[src/rtl/te_radio_seq.sv]
// Radio power-up sequencer: IDLE -> WAIT_PLL -> RAMP -> RX, with PLL-lock timeout and abort paths.
// Outputs registered from next-state (1 edge); no backpressure. TE_RADIO_SEQ_SYNC_EN adds 2-flop input syncs.
// Source-domain inputs are masked by isolateIn, so an isolated source can never advance or reset the sequence.
module te_radio_seq #(
    parameter int RAMP_CYCLES    = 16,
    parameter int TIMEOUT_CYCLES = 200
) (
    input  logic       ck,
    input  logic       arst,
    input  logic       isolateIn,
    input  logic       pllSettled,
    input  logic       tArstFs,
    input  logic       radioReq,
    input  logic       radioStop,
    output logic       radioEnable,
    output logic       radioRxEn,
    output logic       radioAck,
    output logic       pllTimeout,
    output logic [2:0] state
);

    typedef enum logic [2:0] {
        IDLE     = 3'd0,
        WAIT_PLL = 3'd1,
        RAMP     = 3'd2,
        RX       = 3'd3,
        TIMEOUT  = 3'd4
    } state_t;

    logic pll_raw;
    logic trst_raw;

`ifdef TE_RADIO_SEQ_SYNC_EN
    logic [1:0] pll_sync_q, pll_sync_d;
    logic [1:0] trst_sync_q, trst_sync_d;

    always_comb begin
        pll_sync_d  = {pll_sync_q[0], pllSettled};
        trst_sync_d = {trst_sync_q[0], tArstFs};
    end

    always_ff @(posedge ck or posedge arst) begin
        if (arst) begin
            pll_sync_q  <= 2'b00;
            trst_sync_q <= 2'b00;
        end else begin
            pll_sync_q  <= pll_sync_d;
            trst_sync_q <= trst_sync_d;
        end
    end

    assign pll_raw  = pll_sync_q[1];
    assign trst_raw = trst_sync_q[1];
`else
    assign pll_raw  = pllSettled;
    assign trst_raw = tArstFs;
`endif

    logic pll_s;
    logic t_rst;
    assign pll_s = pll_raw & ~isolateIn;
    assign t_rst = trst_raw & ~isolateIn;

    state_t     state_q, state_d;
    logic [7:0] cnt_q, cnt_d;
    logic       radio_enable_q, radio_enable_d;
    logic       radio_rx_en_q, radio_rx_en_d;
    logic       radio_ack_q, radio_ack_d;
    logic       pll_timeout_q, pll_timeout_d;

    always_comb begin
        state_d = state_q;
        cnt_d   = cnt_q;
        if (t_rst) begin
            state_d = IDLE;
        end else if (radioStop && state_q != IDLE) begin
            state_d = IDLE;
        end else if (isolateIn && (state_q == RAMP || state_q == RX)) begin
            state_d = IDLE;
        end else begin
            case (state_q)
                IDLE: begin
                    if (radioReq && !isolateIn) state_d = WAIT_PLL;
                end
                WAIT_PLL: begin
                    // Lock seen on the final waiting cycle still wins over the timeout.
                    if (pll_s)                                      state_d = RAMP;
                    else if (cnt_q == 8'(TIMEOUT_CYCLES - 1))       state_d = TIMEOUT;
                    else                                            cnt_d   = cnt_q + 8'd1;
                end
                RAMP: begin
                    if (cnt_q == 8'(RAMP_CYCLES - 1)) state_d = RX;
                    else                              cnt_d   = cnt_q + 8'd1;
                end
                RX: begin
                    state_d = RX;
                end
                TIMEOUT: begin
                    if (!radioReq) state_d = IDLE;
                end
                default: begin
                    state_d = IDLE;
                end
            endcase
        end
        if (state_d != state_q) cnt_d = 8'd0;

        radio_enable_d = (state_d == WAIT_PLL) || (state_d == RAMP) || (state_d == RX);
        radio_rx_en_d  = (state_d == RX);
        radio_ack_d    = (state_d == RX);
        pll_timeout_d  = (state_d == TIMEOUT) && (state_q != TIMEOUT);
    end

    always_ff @(posedge ck or posedge arst) begin
        if (arst) begin
            state_q        <= IDLE;
            cnt_q          <= 8'd0;
            radio_enable_q <= 1'b0;
            radio_rx_en_q  <= 1'b0;
            radio_ack_q    <= 1'b0;
            pll_timeout_q  <= 1'b0;
        end else begin
            state_q        <= state_d;
            cnt_q          <= cnt_d;
            radio_enable_q <= radio_enable_d;
            radio_rx_en_q  <= radio_rx_en_d;
            radio_ack_q    <= radio_ack_d;
            pll_timeout_q  <= pll_timeout_d;
        end
    end

    assign radioEnable = radio_enable_q;
    assign radioRxEn   = radio_rx_en_q;
    assign radioAck    = radio_ack_q;
    assign pllTimeout  = pll_timeout_q;
    assign state       = state_q;

endmodule

[config.mk]
export PLATFORM = sky130hd
export DESIGN_NAME = te_radio_seq
export DESIGN_NICKNAME = d
export VERILOG_FILES = /design/src/rtl/te_radio_seq.sv
export SDC_FILE = /design/constraint.sdc
export NUM_CORES = 1
export LEC_CHECK = 0
export BUFFER_PORTS_ARGS = -buffer_cell sky130_fd_sc_hd__buf_4
export CAP_MARGIN = 40
export CELL_PAD_IN_SITES_DETAIL_PLACEMENT = 0
export CELL_PAD_IN_SITES_GLOBAL_PLACEMENT = 1
export CORE_UTILIZATION = 42
export CTS_CLUSTER_SIZE = 30
export DETAILED_ROUTE_END_ITERATION = 6
export PLACE_DENSITY_LB_ADDON = 0.1
export SLEW_MARGIN = 30
export SYNTH_ARGS = -nofsm -noshare
export SYNTH_HDL_FRONTEND = slang
export SYNTH_SLANG_ARGS = --single-unit
[constraint.sdc]
create_clock -name ck -period 2.9 [get_ports ck]
set_clock_uncertainty 0.1 [all_clocks]
set_input_delay 0.29 -clock ck [delete_from_list [all_inputs] [get_ports ck]]
set_output_delay 0.29 -clock ck [all_outputs]
set_load 0.02 [all_outputs]
=== Word-level counts from Yosys, hierarchy flattened ===
Cells that the tools add are included.

* Register bits after elaboration: 14
* Input bits: 7
* Output and inout port bits: 7
* Word-level logic and storage cells: 56

* $add $sub $neg: 1
* Equality and inequality tests: 18
* Mux-type cells: 17
* Bitwise gates (word level): 3
* Reduce and logical (&&, ||, !) cells: 12

{| class="wikitable"
|+ Operators with widths
! kind !! count
|-
| $mux W8 || 7
|-
| $mux W3 || 8
|-
| $pmux W8 S2 || 1
|-
| $pmux W3 S5 || 1
|-
| $eq A3 B2 Y1 const B || 4
|-
| $ne A3 B3 Y1 const B || 3
|-
| $add A8 B1 Y8 const B || 1
|-
| $eq A8 B4 Y1 const B || 1
|-
| $eq A8 B8 Y1 const B || 1
|-
| $reduce_and A7 Y1 || 1
|-
| $eq A3 B1 Y1 const B || 2
|-
| $eq A3 B3 Y1 const B || 2
|-
| $ne A2 B1 Y1 const B || 3
|-
| $reduce_bool A3 Y1 || 2
|-
| $logic_and A1 B1 Y1 || 4
|-
| $logic_not A3 Y1 || 1
|-
| $logic_or A1 B1 Y1 || 3
|-
| $ne A3 B2 Y1 const B || 1
|-
| $ne A3 B3 Y1 || 1
|-
| $and A1 B1 Y1 || 2
|-
| $logic_not A1 Y1 || 1
|-
| $not A1 Y1 || 1
|}

=== Logic depth before layout (Yosys ltp) ===
* Word-level depth: 10
* Gate-level depth with buffers: 6
* Mapped depth without buffers: 6

=== Least setup slack after synthesis ===
No wires, ideal clock.

* Path kind: register to register
* From: reg state_q[0] (netlist: state[0])
* To: reg cnt_q[2]
* Library setup time: 0.087 ns
* Data arrival time: 1.871 ns
* Data required time: 2.713 ns
* Slack: 0.842 ns
* Cell stages (with the launch flop): 7
* Buffers on the path: 1
* Clock period less this slack: 2.058 ns
* Cell sequence: dfrtp_1 buf_2 or3b_1 nor3_1 a21oi_1 a221o_1 a211oi_2

* Word-level cells in the longest chain between the ends: 9
* Elaborated cells between the ends (all ways): 32
* Those cells by class: eq/ne (11); mux (14); reduce/logical (7)

{| class="wikitable"
|+ Ends and longest elaborated chain
! item !! RTL line !! source
|-
| from (decl) || 64 || <nowiki>state_t state_q, state_d;</nowiki>
|-
| from (signal assigned) || 123 || <nowiki>state_q <= state_d;</nowiki>
|-
| $mux W3 / $eq A3 B2 Y1 (equally long branches) || 88, 78, 81 ||
|-
| $mux W3 / $logic_or A1 B1 Y1 (equally long branches) || 87, 78 ||
|-
| $pmux W3 S5 / $logic_and A1 B1 Y1 (equally long branches) || 81, 78 ||
|-
| $mux W3 || 78 || <nowiki>end else if (isolateIn && (state_q == RAMP || state_q == RX)) begin</nowiki>
|-
| $mux W3 || 76 || <nowiki>end else if (radioStop && state_q != IDLE) begin</nowiki>
|-
| $mux W3 || 74 || <nowiki>if (t_rst) begin</nowiki>
|-
| $ne A3 B3 Y1 || 106 || <nowiki>if (state_d != state_q) cnt_d = 8'd0;</nowiki>
|-
| $ne A3 B3 Y1 (no source line) (tied with other cells) || -- ||
|-
| $reduce_and A7 Y1 (no source line) || -- ||
|-
| to (signal assigned) || 124 || <nowiki>cnt_q <= cnt_d;</nowiki>
|-
| to (decl) || 65 || <nowiki>logic [7:0] cnt_q, cnt_d;</nowiki>
|}

Several ways; a longest one is shown, not always the timed one. The select of a mux whose other input is x is not followed.
A chain may end at the register's enable or synchronous reset.

=== Final worst setup path ===
* From: reg cnt_q[0]
* To: reg cnt_q[7]

* Word-level cells in the longest chain between the ends: 10
* Elaborated cells between the ends (all ways): 27
* Those cells by class: add/sub (1); eq/ne (9); mux (15); reduce/logical (2)

{| class="wikitable"
|+ Ends and longest elaborated chain
! item !! RTL line !! source
|-
| $eq A8 B8 Y1 || 88 || <nowiki>else if (cnt_q == 8'(TIMEOUT_CYCLES - 1)) state_d = TIMEOUT;</nowiki>
|-
| $mux W3 || 88 ||
|-
| $mux W3 || 87 || <nowiki>if (pll_s) state_d = RAMP;</nowiki>
|-
| $pmux W3 S5 || 81 || <nowiki>case (state_q)</nowiki>
|-
| $mux W3 || 78 ||
|-
| $mux W3 || 76 ||
|-
| $mux W3 || 74 ||
|-
| $ne A3 B3 Y1 || 106 ||
|-
| $ne A3 B3 Y1 (no source line) (tied with other cells) || -- ||
|-
| $reduce_and A7 Y1 (no source line) || -- ||
|}

Several ways; a longest one is shown, not always the timed one. The select of a mux whose other input is x is not followed.

==> results <==
- The clock passes through at most 2 buffers.
- IR analysis of the VDD net gives a maximum drop of 427.2 µV.
- The number of max-slew violations in the final report is 0.
- The slew of the pin with the lowest slew margin is 0.5204 ns.
- Setup repair after global routing left no endpoint under its margin.
- The headroom to the max-slew limit is 0.6527.
- The highest attainable clock frequency is 445.3 MHz.
- The first global-routing pass estimated 3.263 mm of wire.
- The data required time at the worst endpoint is slightly below 3 ns.
- The number of antenna violations at the first check in global routing is 0.
- The critical path goes through ha_1 -> inv_2 -> or4b_1 -> o21ai_0 -> a221o_1 -> nor3_1.
- Entering global routing, the biggest net connects 15 pins.
- TritonCTS built the clock tree.
- The number of remaining DRC errors is 0.
- Summing internal, switching and leakage power gives 0.7327 mW.
- For this design, the sink count on the clock tree is 14.
- Of the post-synthesis cell area, the dominant cell type holds 0.3748.
- The wire-length estimate of the detail-placed layout is 1.473 mm.
- The DRC marker count from the first detailed-route iteration is 13.
- Yosys printed 0 warnings.
- In this design, the stage delay of the slowest critical-path cell is 0.53 ns.
- The leakage power total is 0.4778 nW.
- Dividing total power by cell area gives a power density of 666.2 nW/µm².
- The synthesized netlist occupies a cell area of 934.6 µm².
- The source-to-sink clock delay at the later pin of the worst-skew pair is 0.27 ns.
- Of all cell types, the one taking the most synthesized area is dfrtp_1.
- The average instance area after synthesis is 9.254 µm².
- The net count of the finished layout is 125.
- The total of max-cap violations is 0.
- Among all stages on the critical path, the largest delay is contributed by or4b_1.
- Of all nets on the critical path, the largest fanout is 8.
- Counting distinct cell types in the post-synthesis netlist gives 38.
- Of the synthesized area, sequential elements account for 0.3748.
- The initial utilization of the core area, before any placement, comes to 0.4623.
- Measured in cells, the most critical reg-to-reg path has a length of 6.
- Setup slack on the worst reg-to-reg path comes out at 0.65 ns.
- The die covers 2418 µm².
- After detailed routing, the number of vias per cell comes to 5.503.
- The count of H-tree levels built during CTS is 1.
- Clock-pin slew was measured on the worst setup and hold paths at 0.08 ns.
- Setup total negative slack on the finished layout was measured at 0 ns.
- The repair_antennas step left the layout with diodes totalling 0.
- The worst setup path is captured at a flop.
- By area the synthesized netlist is led by dfrtp_1, nor3_1, a211oi_2, xor2_1, nand3_1.
- The number of placement rows is 16.
- Data arrives at the worst endpoint at 2.29 ns.
- The synthesized net count is 109.
- The final wirelength is 1.921 mm.
- The tree is rooted in a clkbuf_4.
- The overall overflow remaining after global route is 0.
- The fraction of the cycle the final worst path needs is 0.7743.
- The class of the tightest hold or removal check is primary input to flop.
- At the end of the flow the core is filled with cells to 0.5439.
- In the global route stage, overall resource usage came out at 0.1762.
- The floorplan step set the die width to approximately 49 µm.
- The number of global-route vias before repair is 700.
- In the final routed layout, each cell accounts on average for 13.43 µm.
- The number of instances on the worst hold path is 4.
- The number of buffers inserted by port buffering is 13.
- The number of buffers created by CTS is 3.
- The worst setup path is launched from a flop.
- After synthesis the netlist holds a flip-flop and latch count of 14.
- The worst setup path is of the flop to flop kind.
- Once detail routing completed, the nets flagged for antenna violations numbered 0.
- The floorplan step set the die height to 49.18 µm.
- The cell count after synthesis is around 100.
- The area added between synthesis and finish is 17.67%.
- The number of detailed-routing iterations run before antenna repair is 4.
- The total vias in the final route is ~790.
- The final critical-path required period is 2.245 ns.
- The run finished with clean final reports.
- The final hold violation count came to 0.
- Setup violations remaining at the end of the flow were counted as 0.
- The core region is 2022 µm².
- 14 I/O pins were placed.
- The congestion estimate from routability-driven global placement came to 0.7889.
- The share of cells above drive strength 1 is 0.2414.
-- critical path: cells and delay by family, from the launching register on --
family | cells | cell delay, ns
simple gates | 2 | 0.64
compound gates | 2 | 0.66
fa+ha+maj | 1 | 0.24
buf+inv | 1 | 0.06
flops | 1 | 0.41
-- cells by family (layout without fill, tap and decap cells) --
group | count (synthesis) | count (layout) | synth area share
flops | 14 | 14 | 0.3748
mux | 2 | 2 | 0.02276
compound gates | 21 | 21 | 0.2062
fa+ha+maj | 1 | 1 | 0.01338
buf+inv | 9 | 24 | 0.04149
simple gates | 50 | 50 | 0.3039
xor+xnor | 4 | 4 | 0.03748
-- placed cells by master (no fill, tap or decap), types with 2 or more instances in the layout --
| cell type | Yosys | layout |
|---|---|---|
| a211oi_2 | 3 | 3 |
| and2_1 | 2 | 2 |
| buf_4 | 1 | 14 |
| clkbuf_4 | 0 | 3 |
| dfrtp_1 | 14 | 14 |
| inv_1 | 4 | 4 |
| nand2_1 | 7 | 7 |
| nand2b_1 | 4 | 4 |
| nand3_1 | 6 | 6 |
| nor2_1 | 6 | 6 |
| nor3_1 | 9 | 9 |
| nor4_1 | 2 | 2 |
| nor4b_1 | 3 | 3 |
| o21a_1 | 2 | 2 |
| o21ai_0 | 6 | 6 |
| or3_1 | 4 | 4 |
| or3b_1 | 2 | 2 |
| xor2_1 | 4 | 4 |
-- synthesized netlist by cell type --
| cell type | n |
|---|---|
| o21a_1 | 2 |
| or4b_1 | 1 |
| nor4b_1 | 3 |
| nor2b_2 | 1 |
| a21oi_2 | 1 |
| or3b_1 | 2 |
| o21ai_0 | 6 |
| a221o_1 | 1 |
| nand3b_1 | 1 |
| a31o_2 | 1 |
| ha_1 | 1 |
| a2111oi_4 | 1 |
| o211ai_4 | 1 |
| nor3b_1 | 1 |
| and2_1 | 2 |
| o21ai_1 | 1 |
| nand2b_1 | 4 |
| nand2_1 | 7 |
| mux2i_1 | 1 |
| a21oi_1 | 1 |
| a211oi_2 | 3 |
| mux2_2 | 1 |
| nor2_1 | 6 |
| nor4_1 | 2 |
| o31ai_1 | 1 |
| clkbuf_1 | 2 |
| xor2_1 | 4 |
| buf_2 | 1 |
| or3_1 | 4 |
| inv_1 | 4 |
| dfrtp_1 | 14 |
| nand3_1 | 6 |
| a2111oi_0 | 1 |
| a21o_1 | 1 |
| buf_4 | 1 |
| nor3_1 | 9 |
| inv_2 | 1 |
| and2b_1 | 1 |
-- flip-flops by register name (all words and copies together) (netlist names) --
register and cells:
radioAck 1, radioEnable 1, pllTimeout 1, cnt_q 8, state 3
-- path summary, 6_finish.rpt --
path	startpoint	end
setup / recovery	cnt_q[0]	cnt_q[7]
hold / removal	radioStop	state[1]
setup reg to reg	cnt_q[0]	cnt_q[7]
hold reg to reg	cnt_q[4]	cnt_q[4]
max in group asynchronous	arst	cnt_q[7]
min in group asynchronous	arst	radioEnable
-- final cells by class --
type | count | area [µm²]
fillers | 198 | 922.1
multi-input cells | 78 | 545.5
flip-flops and latches | 14 | 350.3
repair buffers | 15 | 115.1
clock buffers | 4 | 36.28
well taps | 27 | 33.78
inverters | 5 | 18.77
-- per-stage QoR --
step | cells | instance area, µm² | hold slack [ns] | worst slack, ns
2_1_floorplan | 101 | 934.6 | 0.07922 | 0.8416
3_3_place_gp | 138 | 1054 | 0.2516 | 0.7316
3_5_place_dp | 138 | 1054 | 0.2607 | 0.6751
4_1_cts | 143 | 1100 | 0.3615 | 0.6571
5_1_grt | 143 | 1100 | 0.4031 | 0.5186
6_report | 143 | 1100 | 0.3559 | 0.6546
-- what timing repair did --
action | CTS | global route
setup endpoints to repair | 0 | 0
gates resized for setup | 0 | 0
buffers inserted | 0 | 0
hold endpoints to repair | 14 | 0
hold buffers | 1 | 0
-- report_power, final --
part | switching, mW | internal [mW]
combinational | 0.189 | 0.134
sequential | 0.0507 | 0.222
clock | 0.0608 | 0.0762
total | 0.300 | 0.432
-- metal layers --
layer | share of wire | track usage | vias up
met1 | 0.51 | 0.2569 | 373
met5 | 0 | 0 | -
met2 | 0.47 | 0.2763 | 10
met3 | 0.017 | 0.009346 | 4
met4 | 0.011 | 0.05882 | 0
li1 | - | - | 400
(Power assumes the default switching activity.)
